[config.mk]
export PLATFORM = sky130hd
export DESIGN_NAME = apb_rr_cmd_bridge_flat
export DESIGN_NICKNAME = d
export VERILOG_FILES = /design/src/rtl/apb_rr_cmd_bridge_pkg.sv /design/src/rtl/apb_rr_cmd_bridge_if.sv /design/src/rtl/apb_rr_cmd_bridge_fifo.sv /design/src/rtl/apb_rr_cmd_bridge.sv /design/src/flat_wrapper.sv
export SDC_FILE = /design/constraint.sdc
export NUM_CORES = 1
export LEC_CHECK = 0
export BUFFER_PORTS_ARGS = -buffer_cell sky130_fd_sc_hd__buf_2
export CAP_MARGIN = 20
export CORE_MARGIN = 10
export CORE_UTILIZATION = 40
export CTS_BUF_LIST = sky130_fd_sc_hd__clkbuf_4 sky130_fd_sc_hd__clkbuf_8
export DETAILED_ROUTE_END_ITERATION = 6
export PLACE_DENSITY_LB_ADDON = 0.25
export REMOVE_ABC_BUFFERS = 1
export SLEW_MARGIN = 20
export SYNTH_ARGS = -nofsm -noshare
export SYNTH_HDL_FRONTEND = slang
export SYNTH_HIERARCHICAL = 1
export SYNTH_SLANG_ARGS = --single-unit
[constraint.sdc]
create_clock -name clk -period 24.1 [get_ports clk]
set_input_delay 2.41 -clock clk [delete_from_list [all_inputs] [get_ports clk]]
set_output_delay 2.41 -clock clk [all_outputs]
set_load 0.01 [all_outputs]
[src/rtl/apb_rr_cmd_bridge_pkg.sv]
// Shared types and helpers for the multi-requester APB command bridge.
package apb_bridge_pkg;

    typedef enum logic [1:0] {
        ST_IDLE,
        ST_SETUP,
        ST_ACCESS
    } apb_state_t;

    // Port index width; a single-port build still needs one bit.
    function automatic int port_bits(input int n);
        return (n > 1) ? $clog2(n) : 1;
    endfunction

endpackage

[src/rtl/apb_rr_cmd_bridge_if.sv]
// Requester, APB and response signal bundle for apb_rr_cmd_bridge.
interface apb_rr_cmd_bridge_if #(
    parameter int NUM_PORTS = 4,
    parameter int ADDR_W    = 32,
    parameter int DATA_W    = 32
);
    import apb_bridge_pkg::*;

    localparam int PORT_W = port_bits(NUM_PORTS);

    logic [NUM_PORTS-1:0]        req_valid_i;
    logic [NUM_PORTS-1:0]        req_write_i;
    logic [NUM_PORTS*ADDR_W-1:0] req_addr_i;
    logic [NUM_PORTS*DATA_W-1:0] req_wdata_i;
    logic [NUM_PORTS-1:0]        req_gnt_o;

    logic                        psel_o;
    logic                        penable_o;
    logic                        pwrite_o;
    logic [ADDR_W-1:0]           paddr_o;
    logic [DATA_W-1:0]           pwdata_o;
    logic                        pready_i;
    logic [DATA_W-1:0]           prdata_i;
    logic                        pslverr_i;

    logic                        rsp_valid_o;
    logic [PORT_W-1:0]           rsp_port_o;
    logic                        rsp_write_o;
    logic [DATA_W-1:0]           rsp_data_o;
    logic                        rsp_err_o;
    logic                        fifo_full_o;
    logic                        fifo_empty_o;

    // Bridge side: APB master towards the slave, acceptor towards requesters.
    modport master (
        input  req_valid_i, req_write_i, req_addr_i, req_wdata_i,
        output req_gnt_o,
        output psel_o, penable_o, pwrite_o, paddr_o, pwdata_o,
        input  pready_i, prdata_i, pslverr_i,
        output rsp_valid_o, rsp_port_o, rsp_write_o, rsp_data_o, rsp_err_o,
        output fifo_full_o, fifo_empty_o
    );

    modport slave (
        output req_valid_i, req_write_i, req_addr_i, req_wdata_i,
        input  req_gnt_o,
        input  psel_o, penable_o, pwrite_o, paddr_o, pwdata_o,
        output pready_i, prdata_i, pslverr_i,
        input  rsp_valid_o, rsp_port_o, rsp_write_o, rsp_data_o, rsp_err_o,
        input  fifo_full_o, fifo_empty_o
    );

endinterface

[src/rtl/apb_rr_cmd_bridge_fifo.sv]
// Synchronous FIFO with wrap-bit pointers; head is visible combinationally on rdata.
module apb_bridge_fifo #(
    parameter int DEPTH = 8,
    parameter int WIDTH = 8
) (
    input  logic             clk,
    input  logic             reset_n,
    input  logic             push,
    input  logic [WIDTH-1:0] wdata,
    input  logic             pop,
    output logic [WIDTH-1:0] rdata,
    output logic             full,
    output logic             empty
);
    localparam int AW = $clog2(DEPTH);

    logic [AW:0]      wptr;
    logic [AW:0]      rptr;
    logic [WIDTH-1:0] mem [DEPTH];

    assign empty = (wptr == rptr);
    assign full  = (wptr[AW] != rptr[AW]) && (wptr[AW-1:0] == rptr[AW-1:0]);
    assign rdata = mem[rptr[AW-1:0]];

    always_ff @(posedge clk or negedge reset_n) begin
        if (!reset_n) begin
            wptr <= '0;
            rptr <= '0;
        end else begin
            if (push && !full)
                wptr <= wptr + (AW+1)'(1);
            if (pop && !empty)
                rptr <= rptr + (AW+1)'(1);
        end
    end

    // Storage needs no reset: entries are only read between the pointers.
    always_ff @(posedge clk) begin
        if (push && !full)
            mem[wptr[AW-1:0]] <= wdata;
    end

endmodule

[src/rtl/apb_rr_cmd_bridge.sv]
// N-port round-robin arbiter feeding a command FIFO, drained by an APB master
// FSM that returns one tagged response per completed transfer.
module apb_rr_cmd_bridge #(
    parameter int NUM_PORTS = 4,
    parameter int ADDR_W    = 32,
    parameter int DATA_W    = 32,
    parameter int DEPTH     = 8,
    parameter int TIMEOUT   = 15
) (
    input logic               clk,
    input logic               reset_n,
    apb_rr_cmd_bridge_if.master bus
);
    import apb_bridge_pkg::*;

    localparam int PORT_W = port_bits(NUM_PORTS);
    localparam int WCNT_W = $clog2(TIMEOUT + 1);

    typedef struct packed {
        logic [PORT_W-1:0] port;
        logic              write;
        logic [ADDR_W-1:0] addr;
        logic [DATA_W-1:0] wdata;
    } cmd_t;

    logic [NUM_PORTS-1:0][ADDR_W-1:0] addr_arr;
    logic [NUM_PORTS-1:0][DATA_W-1:0] wdata_arr;
    assign addr_arr  = bus.req_addr_i;
    assign wdata_arr = bus.req_wdata_i;

    logic [PORT_W-1:0]    rr_ptr;
    logic [PORT_W:0]      sum;
    logic [NUM_PORTS-1:0] gnt;
    logic [PORT_W-1:0]    gnt_idx;
    logic                 gnt_any;
    logic                 fifo_full;
    logic                 fifo_empty;
    logic                 pop;
    cmd_t                 push_cmd;
    cmd_t                 head;

    // Search upward from rr_ptr with wrap; a full FIFO blocks every grant,
    // even in a cycle that also pops.
    always_comb begin
        gnt     = '0;
        gnt_idx = '0;
        gnt_any = 1'b0;
        sum     = '0;
        for (int i = 0; i < NUM_PORTS; i++) begin
            sum = {1'b0, rr_ptr} + (PORT_W+1)'(i);
            if (sum >= (PORT_W+1)'(NUM_PORTS))
                sum = sum - (PORT_W+1)'(NUM_PORTS);
            if (!gnt_any && !fifo_full && bus.req_valid_i[sum[PORT_W-1:0]]) begin
                gnt_any = 1'b1;
                gnt_idx = sum[PORT_W-1:0];
            end
        end
        if (gnt_any)
            gnt[gnt_idx] = 1'b1;
    end

    always_ff @(posedge clk or negedge reset_n) begin
        if (!reset_n)
            rr_ptr <= '0;
        else if (gnt_any)
            rr_ptr <= (gnt_idx == PORT_W'(NUM_PORTS - 1)) ? '0 : gnt_idx + PORT_W'(1);
    end

    assign push_cmd.port  = gnt_idx;
    assign push_cmd.write = bus.req_write_i[gnt_idx];
    assign push_cmd.addr  = addr_arr[gnt_idx];
    assign push_cmd.wdata = wdata_arr[gnt_idx];

    apb_bridge_fifo #(
        .DEPTH (DEPTH),
        .WIDTH ($bits(cmd_t))
    ) u_fifo (
        .clk     (clk),
        .reset_n (reset_n),
        .push    (gnt_any),
        .wdata   (push_cmd),
        .pop     (pop),
        .rdata   (head),
        .full    (fifo_full),
        .empty   (fifo_empty)
    );

    apb_state_t        state;
    logic              psel;
    logic              penable;
    logic              pwrite;
    logic [ADDR_W-1:0] paddr;
    logic [DATA_W-1:0] pwdata;
    logic [PORT_W-1:0] cmd_port;
    logic [WCNT_W-1:0] wcnt;
    logic              tmo;
    logic              done;
    logic              rsp_valid;
    logic [PORT_W-1:0] rsp_port;
    logic              rsp_write;
    logic [DATA_W-1:0] rsp_data;
    logic              rsp_err;

    // wcnt holds the number of ACCESS cycles already spent without pready.
    assign tmo  = (wcnt == WCNT_W'(TIMEOUT - 1)) && !bus.pready_i;
    assign done = (state == ST_ACCESS) && (bus.pready_i || tmo);
    assign pop  = !fifo_empty && ((state == ST_IDLE) || done);

    always_ff @(posedge clk or negedge reset_n) begin
        if (!reset_n) begin
            state     <= ST_IDLE;
            psel      <= 1'b0;
            penable   <= 1'b0;
            pwrite    <= 1'b0;
            paddr     <= '0;
            pwdata    <= '0;
            cmd_port  <= '0;
            wcnt      <= '0;
            rsp_valid <= 1'b0;
            rsp_port  <= '0;
            rsp_write <= 1'b0;
            rsp_data  <= '0;
            rsp_err   <= 1'b0;
        end else begin
            rsp_valid <= done;
            if (done) begin
                rsp_port  <= cmd_port;
                rsp_write <= pwrite;
                rsp_err   <= bus.pslverr_i || !bus.pready_i;
                rsp_data  <= (!pwrite && bus.pready_i && !bus.pslverr_i) ? bus.prdata_i : '0;
            end
            // A pop always loads the command register and enters SETUP.
            if (pop) begin
                state    <= ST_SETUP;
                psel     <= 1'b1;
                penable  <= 1'b0;
                pwrite   <= head.write;
                paddr    <= head.addr;
                pwdata   <= head.write ? head.wdata : '0;
                cmd_port <= head.port;
                wcnt     <= '0;
            end else begin
                case (state)
                    ST_SETUP: begin
                        state   <= ST_ACCESS;
                        penable <= 1'b1;
                    end
                    ST_ACCESS: begin
                        wcnt <= wcnt + WCNT_W'(1);
                        if (done) begin
                            state   <= ST_IDLE;
                            psel    <= 1'b0;
                            penable <= 1'b0;
                        end
                    end
                    default: state <= ST_IDLE;
                endcase
            end
        end
    end

    assign bus.req_gnt_o    = gnt;
    assign bus.psel_o       = psel;
    assign bus.penable_o    = penable;
    assign bus.pwrite_o     = pwrite;
    assign bus.paddr_o      = paddr;
    assign bus.pwdata_o     = pwdata;
    assign bus.rsp_valid_o  = rsp_valid;
    assign bus.rsp_port_o   = rsp_port;
    assign bus.rsp_write_o  = rsp_write;
    assign bus.rsp_data_o   = rsp_data;
    assign bus.rsp_err_o    = rsp_err;
    assign bus.fifo_full_o  = fifo_full;
    assign bus.fifo_empty_o = fifo_empty;

endmodule

[src/flat_wrapper.sv]
// flat-port wrapper written by rule: the top's interface ports become plain ports
module apb_rr_cmd_bridge_flat import apb_bridge_pkg::*;
#(
    parameter int NUM_PORTS = 4,
    parameter int ADDR_W    = 32,
    parameter int DATA_W    = 32,
    parameter int DEPTH     = 8,
    parameter int TIMEOUT   = 15
)
  (clk, reset_n, bus_req_valid_i, bus_req_write_i, bus_req_addr_i, bus_req_wdata_i, bus_req_gnt_o, bus_psel_o, bus_penable_o, bus_pwrite_o, bus_paddr_o, bus_pwdata_o, bus_pready_i, bus_prdata_i, bus_pslverr_i, bus_rsp_valid_o, bus_rsp_port_o, bus_rsp_write_o, bus_rsp_data_o, bus_rsp_err_o, bus_fifo_full_o, bus_fifo_empty_o);
  apb_rr_cmd_bridge_if #(.NUM_PORTS(NUM_PORTS), .ADDR_W(ADDR_W), .DATA_W(DATA_W)) bus_i ();
  input logic clk;
  input logic reset_n;
  input wire logic [$bits(bus_i.req_valid_i)-1:0] bus_req_valid_i;
  input wire logic [$bits(bus_i.req_write_i)-1:0] bus_req_write_i;
  input wire logic [$bits(bus_i.req_addr_i)-1:0] bus_req_addr_i;
  input wire logic [$bits(bus_i.req_wdata_i)-1:0] bus_req_wdata_i;
  output wire logic [$bits(bus_i.req_gnt_o)-1:0] bus_req_gnt_o;
  output wire logic [$bits(bus_i.psel_o)-1:0] bus_psel_o;
  output wire logic [$bits(bus_i.penable_o)-1:0] bus_penable_o;
  output wire logic [$bits(bus_i.pwrite_o)-1:0] bus_pwrite_o;
  output wire logic [$bits(bus_i.paddr_o)-1:0] bus_paddr_o;
  output wire logic [$bits(bus_i.pwdata_o)-1:0] bus_pwdata_o;
  input wire logic [$bits(bus_i.pready_i)-1:0] bus_pready_i;
  input wire logic [$bits(bus_i.prdata_i)-1:0] bus_prdata_i;
  input wire logic [$bits(bus_i.pslverr_i)-1:0] bus_pslverr_i;
  output wire logic [$bits(bus_i.rsp_valid_o)-1:0] bus_rsp_valid_o;
  output wire logic [$bits(bus_i.rsp_port_o)-1:0] bus_rsp_port_o;
  output wire logic [$bits(bus_i.rsp_write_o)-1:0] bus_rsp_write_o;
  output wire logic [$bits(bus_i.rsp_data_o)-1:0] bus_rsp_data_o;
  output wire logic [$bits(bus_i.rsp_err_o)-1:0] bus_rsp_err_o;
  output wire logic [$bits(bus_i.fifo_full_o)-1:0] bus_fifo_full_o;
  output wire logic [$bits(bus_i.fifo_empty_o)-1:0] bus_fifo_empty_o;
  assign bus_i.req_valid_i = bus_req_valid_i;
  assign bus_i.req_write_i = bus_req_write_i;
  assign bus_i.req_addr_i = bus_req_addr_i;
  assign bus_i.req_wdata_i = bus_req_wdata_i;
  assign bus_req_gnt_o = bus_i.req_gnt_o;
  assign bus_psel_o = bus_i.psel_o;
  assign bus_penable_o = bus_i.penable_o;
  assign bus_pwrite_o = bus_i.pwrite_o;
  assign bus_paddr_o = bus_i.paddr_o;
  assign bus_pwdata_o = bus_i.pwdata_o;
  assign bus_i.pready_i = bus_pready_i;
  assign bus_i.prdata_i = bus_prdata_i;
  assign bus_i.pslverr_i = bus_pslverr_i;
  assign bus_rsp_valid_o = bus_i.rsp_valid_o;
  assign bus_rsp_port_o = bus_i.rsp_port_o;
  assign bus_rsp_write_o = bus_i.rsp_write_o;
  assign bus_rsp_data_o = bus_i.rsp_data_o;
  assign bus_rsp_err_o = bus_i.rsp_err_o;
  assign bus_fifo_full_o = bus_i.fifo_full_o;
  assign bus_fifo_empty_o = bus_i.fifo_empty_o;
  apb_rr_cmd_bridge #(.NUM_PORTS(NUM_PORTS), .ADDR_W(ADDR_W), .DATA_W(DATA_W), .DEPTH(DEPTH), .TIMEOUT(TIMEOUT)) u_core (.clk(clk), .reset_n(reset_n), .bus(bus_i));
endmodule
After elaboration in Yosys (flattened, before gate mapping)
Memory sizes are Yosys's and may differ from the RTL's.
Index checks and enable logic that the tools add are counted.
{"block": "totals", "wordCells": 123, "out_inout_bits": 110, "regBits": 122, "memories": 1, "mem_bits_rw": 536}
{"memory": "u_core.u_fifo.mem", "depth": 8, "word_bits": 67, "read_ports": 1, "rd_ports_with_merged_regs": 0, "write_ports": 1, "line": "apb_rr_cmd_bridge_fifo.sv:19", "text": "logic [WIDTH-1:0] mem [DEPTH];"}
{"block": "op_classes", "n_addsub": 11, "n_mux": 44, "n_eq_ne": 8, "order_cmp": 10, "reduce_logical": 33}
{"cell": "$bmux 32 s2", "count": 2}
{"cell": "$mux 32", "count": 4}
{"cell": "$mux 2", "count": 11}
{"cell": "$logic_and 1x1->1", "count": 16}
{"cell": "$mux 1", "count": 16}
{"cell": "$lt 2x3->1 const B", "count": 5}
{"cell": "$add 4x1->4 const B", "count": 3}
{"cell": "$mux 4", "count": 3}
{"cell": "$bmux 1 s2", "count": 5}
{"cell": "$ge 3x3->1 const B", "count": 3}
{"cell": "$logic_not 1->1", "count": 8}
{"cell": "$sub 2x1->2 const B", "count": 4}
{"cell": "$add 2x2->3 const B", "count": 2}
{"cell": "$eq 2x2->1 const B", "count": 2}
{"cell": "$eq 4x4->1", "count": 1}
{"cell": "$eq 4x4->1 const B", "count": 1}
{"cell": "$pmux 2 s2", "count": 1}
{"cell": "$reduce_and 2->1", "count": 2}
{"cell": "$reduce_bool 2->1", "count": 2}
{"cell": "$add 2x1->3 const B", "count": 1}
{"cell": "$eq 3x3->1", "count": 1}
{"cell": "$ge 2x3->1 const B", "count": 1}
{"cell": "$logic_or 1x1->1", "count": 3}
{"cell": "$ne 3x2->1 const B", "count": 1}
{"cell": "8 further kinds", "count": 8}

Longest topological paths before layout
{"block": "depth", "ltp_word": 23, "mapped_depth": 12, "ltp_nobuf": 9}

Cells and area by module
The synthesis kept the hierarchy.
{"mod": "apb_bridge_fifo", "seq_area_each_um2": 16295.6, "area_per_inst_um2": 20698.6, "instances": 1, "cells_per_inst": 834}
{"mod": "apb_rr_cmd_bridge", "seq_area_each_um2": 2852.7, "area_per_inst_um2": 6597.6, "instances": 1, "cells_per_inst": 903}

Worst setup path before layout
OpenSTA, ideal clock, no wires.
{"block": "synth_timing", "path_type": "input-to-reg", "startpoint": "input port bus_req_valid_i[0]", "endpoint": "memory u_core/u_fifo/mem[4][0] (netlist bit) (enable)", "path_stages": 8, "required_ns": 23.442, "arrival_ns": 10.009, "setup_slack_ns": 13.434, "setup_time_ns": 0.658, "path_cell_list": "buf_2 or3b_1 a31oi_1 a21boi_0 nor3b_1 inv_1 nand2_1 nor4_1"}
{"block": "synth_via", "elab_chain_len": 19}
{"element": "start: declaration", "line": "flat_wrapper.sv:14", "text": "input wire logic [$bits(bus_i.req_valid_i)-1:0] bus_req_valid_i;"}
{"element": "$bmux 1 s2", "line": "apb_rr_cmd_bridge.sv:53", "text": "if (!gnt_any && !fifo_full && bus.req_valid_i[sum[PORT_W-1:0]]) begin"}
{"element": "$mux 1 (not written as such)", "line": "apb_rr_cmd_bridge.sv:53"}
{"element": "$logic_and 1x1->1", "line": "apb_rr_cmd_bridge.sv:53"}
{"element": "$mux 1", "line": "apb_rr_cmd_bridge.sv:53"}
{"element": "$logic_not 1->1", "line": "apb_rr_cmd_bridge.sv:53"}
{"element": "$logic_and 1x1->1 (2 in a row)", "line": "apb_rr_cmd_bridge.sv:53"}
{"element": "$mux 1", "line": "apb_rr_cmd_bridge.sv:53"}
{"element": "$logic_not 1->1", "line": "apb_rr_cmd_bridge.sv:53"}
{"element": "$logic_and 1x1->1 (2 in a row)", "line": "apb_rr_cmd_bridge.sv:53"}
{"element": "$mux 1", "line": "apb_rr_cmd_bridge.sv:53"}
{"element": "$logic_not 1->1", "line": "apb_rr_cmd_bridge.sv:53"}
{"element": "$logic_and 1x1->1 (2 in a row)", "line": "apb_rr_cmd_bridge.sv:53"}
{"element": "$mux 1 (*)", "line": "apb_rr_cmd_bridge.sv:53"}
{"element": "net u_core.gnt_any", "line": "apb_rr_cmd_bridge.sv:35", "text": "logic gnt_any;"}
{"element": "$logic_and 1x1->1 (*)", "line": "apb_rr_cmd_bridge_fifo.sv:39", "text": "if (push && !full)"}
{"element": "$mux 1 (*)", "line": "apb_rr_cmd_bridge_fifo.sv:39"}
{"element": "$mux 1 (not written as such) (*)", "line": "apb_rr_cmd_bridge_fifo.sv:40", "text": "mem[wptr[AW-1:0]] <= wdata;"}
{"element": "end: declaration", "line": "apb_rr_cmd_bridge_fifo.sv:19"}
Mark *: on every way through the listed nets, which the timed path passes. The rest lies on a longest branch. The select of a mux whose other input is x is not followed.

Worst setup path after layout
{"block": "layout_timing", "startpoint": "input port bus_req_valid_i[0]", "endpoint": "output port bus_req_gnt_o[2]"}
{"block": "layout_via", "elab_chain_len": 21}
{"element": "$bmux 1 s2", "line": "apb_rr_cmd_bridge.sv:53"}
{"element": "$mux 1 (not written as such)", "line": "apb_rr_cmd_bridge.sv:53"}
{"element": "$logic_and 1x1->1", "line": "apb_rr_cmd_bridge.sv:53"}
{"element": "$mux 1", "line": "apb_rr_cmd_bridge.sv:53"}
{"element": "$logic_not 1->1", "line": "apb_rr_cmd_bridge.sv:53"}
{"element": "$logic_and 1x1->1 (2 in a row)", "line": "apb_rr_cmd_bridge.sv:53"}
{"element": "$mux 1", "line": "apb_rr_cmd_bridge.sv:53"}
{"element": "$logic_not 1->1", "line": "apb_rr_cmd_bridge.sv:53"}
{"element": "[... 3 more ...]"}
{"element": "$logic_not 1->1", "line": "apb_rr_cmd_bridge.sv:53"}
{"element": "$logic_and 1x1->1 (2 in a row)", "line": "apb_rr_cmd_bridge.sv:53"}
{"element": "$mux 2", "line": "apb_rr_cmd_bridge.sv:53"}
{"element": "$lt 2x3->1 (not written as such) or $ge 2x1->1 (tied branches)", "line": "apb_rr_cmd_bridge.sv:59", "text": "gnt[gnt_idx] = 1'b1;"}
{"element": "$logic_and 1x1->1 (not written as such)", "line": "apb_rr_cmd_bridge.sv:59"}
{"element": "$mux 1 (not written as such)", "line": "apb_rr_cmd_bridge.sv:59"}
{"element": "$demux 1 s2"}
{"element": "$mux 4 (*)", "line": "apb_rr_cmd_bridge.sv:58", "text": "if (gnt_any)"}
{"element": "end: declaration", "line": "flat_wrapper.sv:18", "text": "output wire logic [$bits(bus_i.req_gnt_o)-1:0] bus_req_gnt_o;"}
Every way passes the cells marked *; elsewhere a longest branch is shown, timed or not. The select of a mux whose other input is x is not followed.

==> impl_metrics.py <==
metrics = {
    "outcome": {
        "status": "complete, no violations",
    },
    "pwr": {
        "leakage_uw": 0.01235,
        "seqPwrFrac": 0.420,
        "combinationalPowerShare": 0.400,
        "power.switching_uw": 2055,
        "worst_ir_drop_vdd_v": 0.00009698,
        "internal_power_uw": 3502,
        "swShare": 0.3699,
        "design_power_total_uw": 5557,
        "clock_power_share": 0.180,
        "power_density_mw_per_mm2": 171.5,
    },
    "worst_setup_path": {
        "worst-path-max-fanout": 88,
        "cpPeakStageDelay_ns": 0.74,
        "worstSetupPathType": "in -> out",
        "cp.buffers_inverters": 4,
        "worst-endpoint-arrival_ns": 5.28,
        "cp-end-kind": "output port",
        "critPathTopFamily": "buffers and inverters",
        "critical_path.slowest_cell": "sky130_fd_sc_hd__buf_4",
        "timing.critical_path.cells": "buf_2 > nor3_1 > a211o_1 > a2111o_1 > o21ai_4 > buf_4 > buf_4 > and2_1 > buf_2",
        "kind_of_start_point_of_the_critical_path": "input pin",
        "r2r_slack_ns": 18.56,
        "critPathRequiredTime_ns": 21.69,
    },
    "timing": {
        "skew_ns": 0.04622,
        "timing_max_transition_violations_final": 0,
        "rsz_0062_raised_after_global_routing": "false",
        "final.period_utilization": 0.3189,
        "timing.final.crit_period_ns": 7.686,
        "number_of_hold_slack_violations_in_the_final_timing_report": 0,
        "tightest_slew_ns": 1.097,
        "relSlewSlack": 0.2689,
        "final-setup-viol-count": 0,
        "fin_setup_tns_ns": 0,
        "fmax_ghz": 0.1301,
    },
    "synth": {
        "synth.top_cell.area_share": 0.5897,
        "asyncSetResetFlopFracSynth": 0.1854,
        "synth-simple-area-share": 0.07788,
        "synth_enable_flop_cells": 536,
        "synth_compound_area_frac": 0.04891,
        "ys_ff_latch": 658,
        "synth.largest_area_cell": "sky130_fd_sc_hd__edfxtp_1",
        "ys_top_cells_by_area": "sky130_fd_sc_hd__edfxtp_1, sky130_fd_sc_hd__dfrtp_1, sky130_fd_sc_hd__mux4_2, sky130_fd_sc_hd__nand2_1, sky130_fd_sc_hd__mux2_2",
        "post_synth_xor_area_fraction": 0.003850,
        "synth-adder-area-share": 0.001834,
        "main_combinational_cell_family_by_area_after_synthesis": "multiplexers",
        "synth_ff_type": "sky130_fd_sc_hd__edfxtp_1",
        "synth_cell_type_count": 51,
        "synthesis.area_sq_mm": 0.02730,
        "synth.yosys.seq_area_share": 0.7015,
        "yosys_warnings": 6,
        "postSynthAreaPerCell_sq_um": 15.71,
        "syn_inst": 1737,
        "synth.mux.area_fraction": 0.1405,
    },
    "route": {
        "dr.first_iter.drc_count": 1039,
        "wl_per_cell_um": 21.99,
        "wirelength_um": 68910,
        "drtPass1Iterations": 6,
        "final_antenna_net_count": 0,
        "num_vias": 16590,
        "post-route-drc-count": 0,
        "vias_per_cell": 5.295,
    },
    "finish": {
        "area_delta_synth_final_pct": 18.70,
        "net_count_reported_at_finish": 2473,
        "drive_gt1_frac": 0.3780,
        "n_fill_cell": 5796,
    },
    "placed_design": {
        "placement.io_buffers": 409,
        "routabilityCongestion": 0.7835,
        "detailedPlacementHpwl_um": 40980,
    },
    "die": {
        "die_area_sq_mm": 0.07909,
        "fp.dieW_um": 281.2,
        "fp-row-count": 95,
        "design.portCount": 410,
        "start_util": 0.4050,
        "floorplan.die.height_um": 281.2,
        "core_sq_mm": 0.06740,
    },
    "clock_network": {
        "post_cts_setup_repair_buffer_count": 0,
        "clock-root-buffer": "sky130_fd_sc_hd__clkbuf_8",
        "clk-insertion-delay-late_ns": 0.70,
        "hold_buffers": 0,
        "cts.repair.resized": 0,
        "clockBufferDepth": 3,
        "clock_tree.htree_level_count": 3,
        "clock_sinks": 658,
        "tritoncts": "done",
        "clkSlewWorstSetupHoldPaths_ns": 0.06,
        "cts_made_buffers": 106,
    },
    "grt": {
        "grt_first_pass_wirelength_um": 103900,
        "via_count_of_the_first_global_routing_pass": 17580,
        "grt_start_max_net_pins": 89,
        "grt-ovfl-total": 0,
        "antenna_found_initial": 1,
        "grt.total_usage": 0.1713,
    },
    "hold_path": {
        "timing.hold.worst.class": "reg -> reg",
    },
    "flow_run": {
        "max_cap_viol_count": 0,
    },
}
[sequential cells by signal (all words and copies together) (netlist names), 2 cells and up]
name / flops
u_core/state: 2
u_core/u_fifo/mem: 536
u_core/cmd_port: 2
u_core/wcnt: 4
u_core/u_fifo/rptr: 4
u_core/rr_ptr: 2
u_core/u_fifo/wptr: 4
u_core/bus.pwdata_o: 32
u_core/bus.rsp_data_o: 32
u_core/bus.rsp_port_o: 2
u_core/bus.paddr_o: 32
[cells in the mapped netlist (all sizes together) (6+ instances only)]
cell,number
edfxtp,536
nand2,449
mux4,134
dfrtp,122
a21oi,70
mux2,69
a32oi,65
buf,61
clkbuf,56
o21ai,37
nand3,34
nor2,14
inv,13
nand2b,6
nor3,6
xnor2,6
xor2,6
[stage by stage]
| stage | instance area [sq um] | util | hold slack (ns) | setup WS [ns] | cells |
|---|---|---|---|---|---|
| CTS | 32390 | 0.4806 | 0.4634 | 16.44 | 3132 |
| floorplan | 26650 | - | 0.4386 | 10.23 | 1620 |
| finish | 32400 | 0.4807 | 0.4625 | 16.41 | 3133 |
| detailed placement | 30120 | 0.4470 | 0.4514 | 16.44 | 2934 |
| global route | 32400 | 0.4807 | 0.4914 | 16.22 | 3133 |
| global placement | 30120 | 0.4470 | 0.4486 | 16.59 | 2934 |
[cells in the final DEF (no fill, tap or decap), types with 4 or more instances in the layout]
| cell | count |
|---|---|
| sky130_fd_sc_hd__dfrtp_1 | 119 |
| sky130_fd_sc_hd__nand3_1 | 34 |
| sky130_fd_sc_hd__edfxtp_1 | 536 |
| sky130_fd_sc_hd__clkinv_2 | 9 |
| sky130_fd_sc_hd__xnor2_1 | 6 |
| sky130_fd_sc_hd__mux2_2 | 67 |
| sky130_fd_sc_hd__clkinv_1 | 8 |
| sky130_fd_sc_hd__o21ai_0 | 36 |
| sky130_fd_sc_hd__buf_4 | 31 |
| sky130_fd_sc_hd__inv_1 | 11 |
| sky130_fd_sc_hd__ha_1 | 4 |
| sky130_fd_sc_hd__clkbuf_4 | 52 |
| sky130_fd_sc_hd__and2_1 | 4 |
| sky130_fd_sc_hd__nand2_1 | 449 |
| sky130_fd_sc_hd__a21oi_1 | 70 |
| sky130_fd_sc_hd__nor3_2 | 5 |
| sky130_fd_sc_hd__nor2_4 | 4 |
| sky130_fd_sc_hd__xor2_1 | 6 |
| sky130_fd_sc_hd__mux2i_1 | 4 |
| sky130_fd_sc_hd__a32oi_1 | 65 |
| sky130_fd_sc_hd__clkbuf_8 | 119 |
| sky130_fd_sc_hd__nor2_1 | 10 |
| sky130_fd_sc_hd__nand2b_1 | 4 |
| sky130_fd_sc_hd__mux4_2 | 134 |
| sky130_fd_sc_hd__buf_2 | 408 |
[area by class of cell]
class	instances	area, sq um	share of cell area
tap	873	1092	0.03371
sequential	658	19160	0.5913
timing repair buffer	441	2297	0.07090
multi-input combinational	949	7528	0.2324
clock buffer	171	2028	0.06260
antenna	1	2.502	0.00007724
clock inverter	27	237.7	0.007337
inverter	13	53.80	0.001661
[power groups by stage]
stage	Sequential [uW]	Combinational (uW)	Clock (uW)
finish	2330	2220	1000
global route	2380	2460	1080
CTS	2340	2270	1030
detailed placement	2360	2260	0
global placement	2330	2190	0
floorplan	2470	1440	0
[cell families (layout without fill, tap and decap cells)]
family	Yosys count	in the layout
compound gates	196	196
xor+xnor	12	12
fa+ha+maj	4	4
buf+inv	130	652
flops	658	658
mux	207	207
other cells	0	1
simple gates	530	530
[metal layers]
layer | part of all wire | vias up | global-route usage
met5 | 0 | - | 0
met3 | 0.065 | 97 | 0.03599
met4 | 0.017 | 0 | 0.04799
met1 | 0.42 | 8445 | 0.2160
li1 | - | 7504 | -
met2 | 0.50 | 543 | 0.2949
[worst paths after layout]
path / cells after the start / endpoint / startpoint
max: 9 / bus_req_gnt_o[2] / bus_req_valid_i[0]
min: 2 / u_core/bus.pwdata_o[2] / u_core/bus.pwdata_o[2]
max reg2reg: 11 / u_core/u_fifo/mem[4][16] / u_core/u_fifo/rptr[2]
min reg2reg: 2 / u_core/bus.pwdata_o[2] / u_core/bus.pwdata_o[2]
max in group asynchronous: 2 / u_core/bus.pwdata_o[14] / reset_n
min in group asynchronous: 1 / u_core/rr_ptr[1] / reset_n
[tightest hold or removal path: stages (launching register included)]
cell                      delay [ns]
sky130_fd_sc_hd__dfrtp_1        0.33
sky130_fd_sc_hd__nand2_1        0.05
sky130_fd_sc_hd__nand2_1        0.05
Note: power is estimated with default switching activity, not from simulation.
